### config.mk
export PLATFORM = sky130hd
export DESIGN_NAME = mux_2to1_rr_flat
export DESIGN_NICKNAME = d
export VERILOG_FILES = /design/src/rtl/mux_2to1_rr_pkg.sv /design/src/rtl/mux_2to1_rr_if.sv /design/src/rtl/mux_2to1_rr_lane_fifo.sv /design/src/rtl/mux_2to1_rr.sv /design/src/flat_wrapper.sv
export SDC_FILE = /design/constraint.sdc
export NUM_CORES = 1
export LEC_CHECK = 0
export ABC_AREA = 1
export BUFFER_PORTS_ARGS = -buffer_cell sky130_fd_sc_hd__buf_2
export CAP_MARGIN = 20
export CORE_UTILIZATION = 60
export CTS_BUF_LIST = sky130_fd_sc_hd__clkbuf_16
export DETAILED_ROUTE_END_ITERATION = 10
export PLACE_DENSITY = 0.8
export SLEW_MARGIN = 25
export SYNTH_ARGS = -nofsm -noshare
export SYNTH_HDL_FRONTEND = slang
export SYNTH_SLANG_ARGS = --single-unit
### constraint.sdc
create_clock -name clk -period 2.8 [get_ports clk]
set_clock_uncertainty 0.05 [all_clocks]
set_input_delay 0.56 -clock clk [delete_from_list [all_inputs] [get_ports clk]]
set_output_delay 0.56 -clock clk [all_outputs]
set_load 0.02 [all_outputs]
### src/rtl/mux_2to1_rr_pkg.sv
// Shared widths and lane-order constants for the 2-lane demux/merge pair.
package mux_2to1_rr_pkg;

    localparam int unsigned DATA_W = 4;
    localparam int unsigned DEPTH  = 4;
    localparam int unsigned ADDR_W = 2;
    localparam int unsigned CNT_W  = ADDR_W + 1;

    // Lane order: the demux sends lane 0 first, so the merge starts there too.
    typedef enum logic {
        LANE0 = 1'b0,
        LANE1 = 1'b1
    } lane_e;

    typedef logic [DATA_W-1:0] word_t;
    typedef logic [CNT_W-1:0]  count_t;

endpackage

### src/rtl/mux_2to1_rr_if.sv
// Two valid-qualified input lanes, merged output stream and FIFO status.
interface mux_2to1_rr_if;
    import mux_2to1_rr_pkg::*;

    logic  valid_in0;
    word_t data_in0;
    logic  valid_in1;
    word_t data_in1;
    logic  valid_out;
    word_t data_out;
    logic  full0;
    logic  full1;
    logic  overflow;

    modport master (
        output valid_in0, data_in0, valid_in1, data_in1,
        input  valid_out, data_out, full0, full1, overflow
    );

    modport slave (
        input  valid_in0, data_in0, valid_in1, data_in1,
        output valid_out, data_out, full0, full1, overflow
    );

endinterface

### src/rtl/mux_2to1_rr_lane_fifo.sv
// Per-lane synchronous FIFO; a write into a full FIFO is accepted only when
// the same edge pops, otherwise it is dropped and flagged for one cycle.
module mux_2to1_rr_lane_fifo
    import mux_2to1_rr_pkg::*;
#(
    parameter int unsigned W  = DATA_W,
    parameter int unsigned D  = DEPTH,
    parameter int unsigned AW = ADDR_W
) (
    input  logic            clk,
    input  logic            reset,
    input  logic            push_req,
    input  logic [W-1:0]    din,
    input  logic            pop,
    output logic [W-1:0]    dout,
    output logic [AW:0]     count,
    output logic            full,
    output logic            ovf
);

    localparam int unsigned CW = AW + 1;

    logic [W-1:0]  mem [D];
    logic [AW-1:0] wr_ptr;
    logic [AW-1:0] rd_ptr;
    logic          empty;
    logic          pop_ok;
    logic          push;

    // Accept/drop decision uses occupancy before this edge.
    always_comb begin
        empty  = (count == '0);
        full   = (count == CW'(D));
        pop_ok = pop && !empty;
        push   = push_req && (!full || pop_ok);
        ovf    = push_req && full && !pop_ok;
        dout   = mem[rd_ptr];
    end

    // Storage array; contents are don't-care until written.
    always_ff @(posedge clk) begin
        if (push) begin
            mem[wr_ptr] <= din;
        end
    end

    // Pointers wrap modulo D; count tracks net occupancy.
    always_ff @(posedge clk) begin
        if (reset) begin
            wr_ptr <= '0;
            rd_ptr <= '0;
            count  <= '0;
        end else begin
            if (push) begin
                wr_ptr <= wr_ptr + AW'(1);
            end
            if (pop_ok) begin
                rd_ptr <= rd_ptr + AW'(1);
            end
            count <= count + CW'(push) - CW'(pop_ok);
        end
    end

endmodule

### src/rtl/mux_2to1_rr.sv
// Round-robin merge of two lanes back into one ordered stream; stalls on the
// lane whose turn it is rather than ever popping out of order.
module mux_2to1_rr
    import mux_2to1_rr_pkg::*;
(
    input  logic          clk,
    input  logic          reset,
    mux_2to1_rr_if.slave  bus
);

    lane_e  lane_q;
    lane_e  lane_d;
    logic   pop0;
    logic   pop1;
    logic   valid_d;
    word_t  data_d;
    word_t  head0;
    word_t  head1;
    count_t count0;
    count_t count1;
    logic   full0;
    logic   full1;
    logic   ovf0;
    logic   ovf1;
    logic   valid_q;
    word_t  data_q;
    logic   overflow_q;

    mux_2to1_rr_lane_fifo u_fifo0 (
        .clk      (clk),
        .reset    (reset),
        .push_req (bus.valid_in0),
        .din      (bus.data_in0),
        .pop      (pop0),
        .dout     (head0),
        .count    (count0),
        .full     (full0),
        .ovf      (ovf0)
    );

    mux_2to1_rr_lane_fifo u_fifo1 (
        .clk      (clk),
        .reset    (reset),
        .push_req (bus.valid_in1),
        .din      (bus.data_in1),
        .pop      (pop1),
        .dout     (head1),
        .count    (count1),
        .full     (full1),
        .ovf      (ovf1)
    );

    // Arbiter next-state and pop selection: only the current lane may pop.
    always_comb begin
        lane_d  = lane_q;
        pop0    = 1'b0;
        pop1    = 1'b0;
        valid_d = 1'b0;
        data_d  = data_q;
        case (lane_q)
            LANE0: begin
                if (count0 != '0) begin
                    pop0    = 1'b1;
                    valid_d = 1'b1;
                    data_d  = head0;
                    lane_d  = LANE1;
                end
            end
            LANE1: begin
                if (count1 != '0) begin
                    pop1    = 1'b1;
                    valid_d = 1'b1;
                    data_d  = head1;
                    lane_d  = LANE0;
                end
            end
        endcase
    end

    // Arbiter state register.
    always_ff @(posedge clk) begin
        if (reset) begin
            lane_q <= LANE0;
        end else begin
            lane_q <= lane_d;
        end
    end

    // Output word register and sticky drop flag.
    always_ff @(posedge clk) begin
        if (reset) begin
            valid_q    <= 1'b0;
            data_q     <= '0;
            overflow_q <= 1'b0;
        end else begin
            valid_q    <= valid_d;
            data_q     <= data_d;
            overflow_q <= overflow_q | ovf0 | ovf1;
        end
    end

    assign bus.valid_out = valid_q;
    assign bus.data_out  = data_q;
    assign bus.full0     = full0;
    assign bus.full1     = full1;
    assign bus.overflow  = overflow_q;

endmodule

### src/flat_wrapper.sv
// flat-port wrapper written by rule: the top's interface ports become plain ports
module mux_2to1_rr_flat import mux_2to1_rr_pkg::*;
  (clk, reset, bus_valid_in0, bus_data_in0, bus_valid_in1, bus_data_in1, bus_valid_out, bus_data_out, bus_full0, bus_full1, bus_overflow);
  mux_2to1_rr_if bus_i ();
  input  logic clk;
  input  logic reset;
  input wire logic [$bits(bus_i.valid_in0)-1:0] bus_valid_in0;
  input wire logic [$bits(bus_i.data_in0)-1:0] bus_data_in0;
  input wire logic [$bits(bus_i.valid_in1)-1:0] bus_valid_in1;
  input wire logic [$bits(bus_i.data_in1)-1:0] bus_data_in1;
  output wire logic [$bits(bus_i.valid_out)-1:0] bus_valid_out;
  output wire logic [$bits(bus_i.data_out)-1:0] bus_data_out;
  output wire logic [$bits(bus_i.full0)-1:0] bus_full0;
  output wire logic [$bits(bus_i.full1)-1:0] bus_full1;
  output wire logic [$bits(bus_i.overflow)-1:0] bus_overflow;
  assign bus_i.valid_in0 = bus_valid_in0;
  assign bus_i.data_in0 = bus_data_in0;
  assign bus_i.valid_in1 = bus_valid_in1;
  assign bus_i.data_in1 = bus_data_in1;
  assign bus_valid_out = bus_i.valid_out;
  assign bus_data_out = bus_i.data_out;
  assign bus_full0 = bus_i.full0;
  assign bus_full1 = bus_i.full1;
  assign bus_overflow = bus_i.overflow;
  mux_2to1_rr u_core (.clk(clk), .reset(reset), .bus(bus_i));
endmodule
; Word-level counts from Yosys, hierarchy flattened
; Memory sizes are Yosys's and may differ from the RTL's. A register that Yosys moved wholly into a read port is not among the register bits.
; Index checks and enable logic that the tools add are counted.
[totals]
n_memories = 2
mem_bits_rw = 32
wordCells = 66
out_inout_bits = 8
regBits = 21
input_bits = 12
[classes]
n_eq_ne = 4
n_reduce_logical = 21
n_addsub = 8
n_mux = 18
n_bitwise = 3
[mem_list]
columns = name, words, width, rd, rd_ports_with_merged_regs, write_ports, line
row1 = u_core.u_fifo0.mem, 4, 4, 1, 1, 1, mux_2to1_rr_lane_fifo.sv:23  ; logic [W-1:0] mem [D];
row2 = u_core.u_fifo1.mem, 4, 4, 1, 1, 1, mux_2to1_rr_lane_fifo.sv:23
[ops]
columns = operator, n
row1 = 1-bit two-way mux, 9
row2 = "2-bit by 1-bit adder with 2-bit output, second input constant", 4
row3 = 1-bit logical AND, 8
row4 = 2-bit two-way mux, 4
row5 = 4-bit two-way mux, 2
row6 = 4-bit one-hot mux with 2 select lines, 1
row7 = 3-bit by 1-bit adder with 3-bit output, 2
row8 = "3-bit equality test, second input constant", 2
row9 = 1-bit zero test, 6
row10 = 3-bit zero test, 2
row11 = 3-bit nonzero test, 2
row12 = 3-bit by 1-bit subtractor with 3-bit output, 2
row13 = 1-bit one-hot mux with 2 select lines, 2
row14 = 1-bit logical OR, 2
row15 = "2-bit by 1-bit inequality test with 1-bit output, second input constant", 1
row16 = "2-bit inequality test, second input constant", 1
row17 = 1-bit OR, 2
row18 = 2-bit AND reduction, 1
row19 = 1-bit inverter, 1

; Logic depth before layout (Yosys ltp)
[depth]
word_depth = 8
ltp_mapped = 13
ltp_nobuf = 13

; By module
; A second synthesis with hierarchy kept.
[hier_totals]
cells_unflattened = 275
area_unflattened_um2 = 2575.0
[modules_own_cells]
columns = mod, cells_each, seq_area_each_um2, area_each_um2, n_inst
row1 = mux_2to1_rr_lane_fifo, 109, 660.6, 1089.8, 2
row2 = mux_2to1_rr, 57, 140.1, 395.4, 1

; Worst setup path before layout
; Ideal clock, no wire load.
[synth_timing]
path_kind = register to register
from = reg u_core.u_fifo0.count[1]
to = reg u_core.u_fifo0.count[1]
path_slack_ps = 864
period_less_slack_ps = 1936
required_time_ps = 2686
t_arrival_ps = 1822
setup_time_ps = 64
path_buffers = 0
stages_incl_launch_ff = 11
cell_sequence = dfxtp_1 -> nor3_2 -> nand2_2 -> nand2_4 -> inv_2 -> nand2_1 -> o21ai_1 -> ha_1 -> inv_1 -> fa_1 -> nor2_1
[synth_via]
word_cells_on_any_way = 12
cone_classes = 2 x add/sub / 1 x eq/ne / 2 x mux / 7 x reduce/logical
[synth_rtl]
columns = item, line
row1 = start: declaration, mux_2to1_rr_lane_fifo.sv:16  ; output logic [AW:0] count,
row2 = start signal: assignment, mux_2to1_rr_lane_fifo.sv:60  ; count <= count + CW'(push) - CW'(pop_ok);
row3 = 3-bit equality test, mux_2to1_rr_lane_fifo.sv:33  ; full = (count == CW'(D));
row4 = named net bus_full0, flat_wrapper.sv:13  ; output wire logic [$bits(bus_i.full0)-1:0] bus_full0;
row5 = 1-bit zero test, mux_2to1_rr_lane_fifo.sv:35  ; push = push_req && (!full || pop_ok);
row6 = 1-bit logical OR, mux_2to1_rr_lane_fifo.sv:35
row7 = 1-bit logical AND, mux_2to1_rr_lane_fifo.sv:35
row8 = 3-bit by 1-bit adder with 3-bit output, mux_2to1_rr_lane_fifo.sv:60
row9 = 3-bit by 1-bit subtractor with 3-bit output, mux_2to1_rr_lane_fifo.sv:60
; The timed path passes the listed nets, and every way through them passes these cells.
; A chain may end at the register's enable or synchronous reset.

; Worst setup path after layout
[layout_timing]
from = reg u_core.lane_q
to = reg u_core.u_fifo1.count[2]
[layout_via]
elab_chain_len = 6
[layout_lines]
columns = item, line
row1 = start: declaration, mux_2to1_rr.sv:11  ; lane_e lane_q;
row2 = start signal: assignment, mux_2to1_rr.sv:85  ; lane_q <= lane_d;
row3 = 1-bit two-way mux *, mux_2to1_rr.sv:60  ; case (lane_q)
row4 = 1-bit logical AND *, mux_2to1_rr_lane_fifo.sv:34  ; pop_ok = pop && !empty;
row5 = 1-bit logical OR, mux_2to1_rr_lane_fifo.sv:35
row6 = 1-bit logical AND, mux_2to1_rr_lane_fifo.sv:35
row7 = 3-bit by 1-bit adder with 3-bit output, mux_2to1_rr_lane_fifo.sv:60
row8 = 3-bit by 1-bit subtractor with 3-bit output *, mux_2to1_rr_lane_fifo.sv:60
row9 = end signal: assignment, mux_2to1_rr_lane_fifo.sv:60
row10 = end: declaration, mux_2to1_rr_lane_fifo.sv:16
; Every way passes the cells marked *; elsewhere a longest branch is shown, timed or not.

==> flow_summary.yaml <==
cells_and_area:
  area_growth_pct: 17.4
  layout.cells.non_filler: 347
  nNetsFinal: 316
  antennaDiodeCount: 0
  drive_gt1_frac: 0.141
timing:
  worst_pin_slew_ps: 460
  whs_ps: 397
  finalSetupTns_ps: 0
  post-route-min-period_ps: 2090
  hold_viol: 0
  fmax_ghz: 0.478
  rsz0062_at_grt: "false"
  relSlewSlack: 0.693
  finalSetupViolations: 0
  slew_violations: 0
  post-route-period-util: 0.748
worst_setup_path:
  critPathLaunchType: "flop"
  crit_cells: 11
  critPathArrivalTime_ps: 2250
  slowest_delay_ps: 560
  cp_top_family: "flip-flops"
  worstPathRequired_ps: 2960
  ff2ff_path_depth: 11
  crit_path_top_delay_cell: "dfxtp_1"
  critPathMaxFanout: 9
  cp-end-kind: "flop"
  critPathBufInv: 3
  crit_chain: "inv_4, nand2_1, nand2_2, inv_1, nand2_1, o21ai_0, ha_1, inv_1, fa_1, o21ai_0, a21oi_1"
  critPathKind: "flop to flop"
synthesis:
  synth_mux_area_frac: 0
  synth_compound_area_frac: 0.0495
  synth.net_count: 290
  syn_area_mm2: 0.00250
  synth_cells: 266
  synth_top_family_by_area: "simple AND/OR/NAND/NOR gates"
  synth.avg_cell_area_um2: 9.40
  yosysUniqueCellTypes: 23
  yosysSeqAreaShare: 0.584
  ys_seq_elements: 57
  yosys.area_share.adder: 0.0660
  synth-simple-area-share: 0.211
  synth_xor_area_frac: 0.00350
  yosys_warnings: 0
global_routing:
  grt.total_usage: 0.235
  grt_pass1_vias: 1595
  grt_max_degree: 17
  grt_overflow_total: 0
  grt_pass1_wl_um: 7200
  grt_antenna_before_repair: 0
clock_network:
  ctsHoldBuffers: 0
  cts_tree: "yes"
  clk_latency_ps: 320
  htreeDepth: 3
  cts_root_buf: "clkbuf_16"
  cts_made_buffers: 9
  cts_max_path_buffers: 2
  cts_resized: 0
  path_clk_slew_ps: 50
  clock_sinks: 57
  cts_setup_buffers: 0
worst_hold_path:
  hold_depth: 1
  hp-class: "primary input to flop"
drt:
  via_per_inst: 5.10
  wl_um: 4430
  wl_per_cell_um: 12.8
  drc_errors: 0
  ant_nets: 0
  vias: 1771
  first_pass_iters: 4
  drt_iter0_drc: 143
floorplan:
  io_pins: 20
  dieWidth_um: 66.6
  coreArea_mm2: 0.00400
  die-area_mm2: 0.00443
  num_rows: 23
  initial_core_util: 0.625
  die_y_um: 66.6
placement:
  gp_congestion: 0.776
  hpwl_um: 3020
  io_buffers: 19
  place_inst: 331
flow_run:
  cap_violations: 0
run_status:
  status: "finished, final reports clean"
power_and_ir_drop:
  power_density_mw_per_mm2: 1080
  leakagePower_nw: 1.32
  vdd_drop_max_mv: 0.704
## kinds of logic (layout without fill, tap and decap cells)
family / Yosys count / in the layout
fa+ha+maj: 12 / 12
compound gates: 21 / 21
flops: 57 / 57
xor+xnor: 1 / 1
simple gates: 122 / 122
buf+inv: 53 / 84
## where the power goes
part           switching (mW)  total, mW  internal, mW
clock                   0.342       1.10         0.759
combinational           0.565      0.861         0.297
sequential              0.145       1.20          1.06
total                    1.05       3.17          2.11
## per-layer routing
layer / up-vias / track usage / wire length (um)
met4: 0 / 0.101 / 91
li1: 905 / - / -
met5: - / 0 / 0
met1: 796 / 0.290 / 1940
met3: 11 / 0.0925 / 305
met2: 59 / 0.362 / 2100
## cell type report
cell class	count	area, um^2
Sequential cell	57	1460
Tap cell	50	62.6
Timing Repair Buffer	19	95.1
Clock buffer	9	225
Multi-Input combinational cell	156	826
Clock inverter	7	78.8
Inverter	49	186
Fill cell	273	1060
## placed cells by master (no fill, tap or decap), types with 3 or more instances in the layout
master	synthesis	routed
nand2_1	58	58
inv_1	47	50
edfxtp_1	32	32
nor2_1	30	30
dfxtp_1	25	25
nand3_1	24	24
buf_2	1	19
ha_1	10	10
clkbuf_16	0	9
o21ai_0	8	8
a21oi_1	6	6
nand2_2	3	3
nor2_2	3	3
o21ai_1	3	3
o211ai_1	3	3
## sequential cells by signal, indices dropped and copies added, names as in the netlist, named ones only
register and count:
u_core.bus.valid_out 1, u_core.bus.data_out 4, u_core.u_fifo1.wr_ptr 2, u_core.lane_q 1, u_core.u_fifo0.mem 16, u_core.u_fifo0.rd_ptr 2
u_core.u_fifo0.wr_ptr 2, u_core.u_fifo1.rd_ptr 2, u_core.u_fifo1.mem 16, u_core.bus.overflow 1, u_core.u_fifo1.count 3, u_core.u_fifo0.count 3
## final timing paths
| check | endpoint | from | slack, ps |
|---|---|---|---|
| setup reg to reg | u_core.u_fifo1.count[2] | u_core.lane_q | 710 |
| setup / recovery | u_core.u_fifo1.count[2] | u_core.lane_q | 710 |
| hold / removal | u_core.u_fifo0.mem[0][0] | bus_data_in0[0] | 400 |
| hold reg to reg | u_core.u_fifo0.rd_ptr[1] | u_core.u_fifo0.rd_ptr[1] | 410 |
## metrics by stage
step	worst slack [ps]	power [mW]	utilization	area, um^2
finish	706	3.17	0.734	2940
global route	525	3.36	0.734	2940
CTS	711	3.17	0.734	2940
detailed placement	721	2.06	0.658	2630
global placement	819	2.03	0.658	2630
floorplan	864	1.86	-	2500
## synth_stat cells, drive strengths merged
library cell  number  area share
a21oi              7       0.019
buf                4       0.011
dfxtp             25        0.20
edfxtp            32        0.38
fa                 2       0.016
ha                10       0.050
inv               49       0.075
nand2             63        0.10
nand3             24       0.048
nand3b             1      0.0030
nor2              33       0.053
nor3               1      0.0040
o211ai             3      0.0090
o21ai             11       0.022
xnor2              1      0.0035
Power figures use the tool's default switching activity.
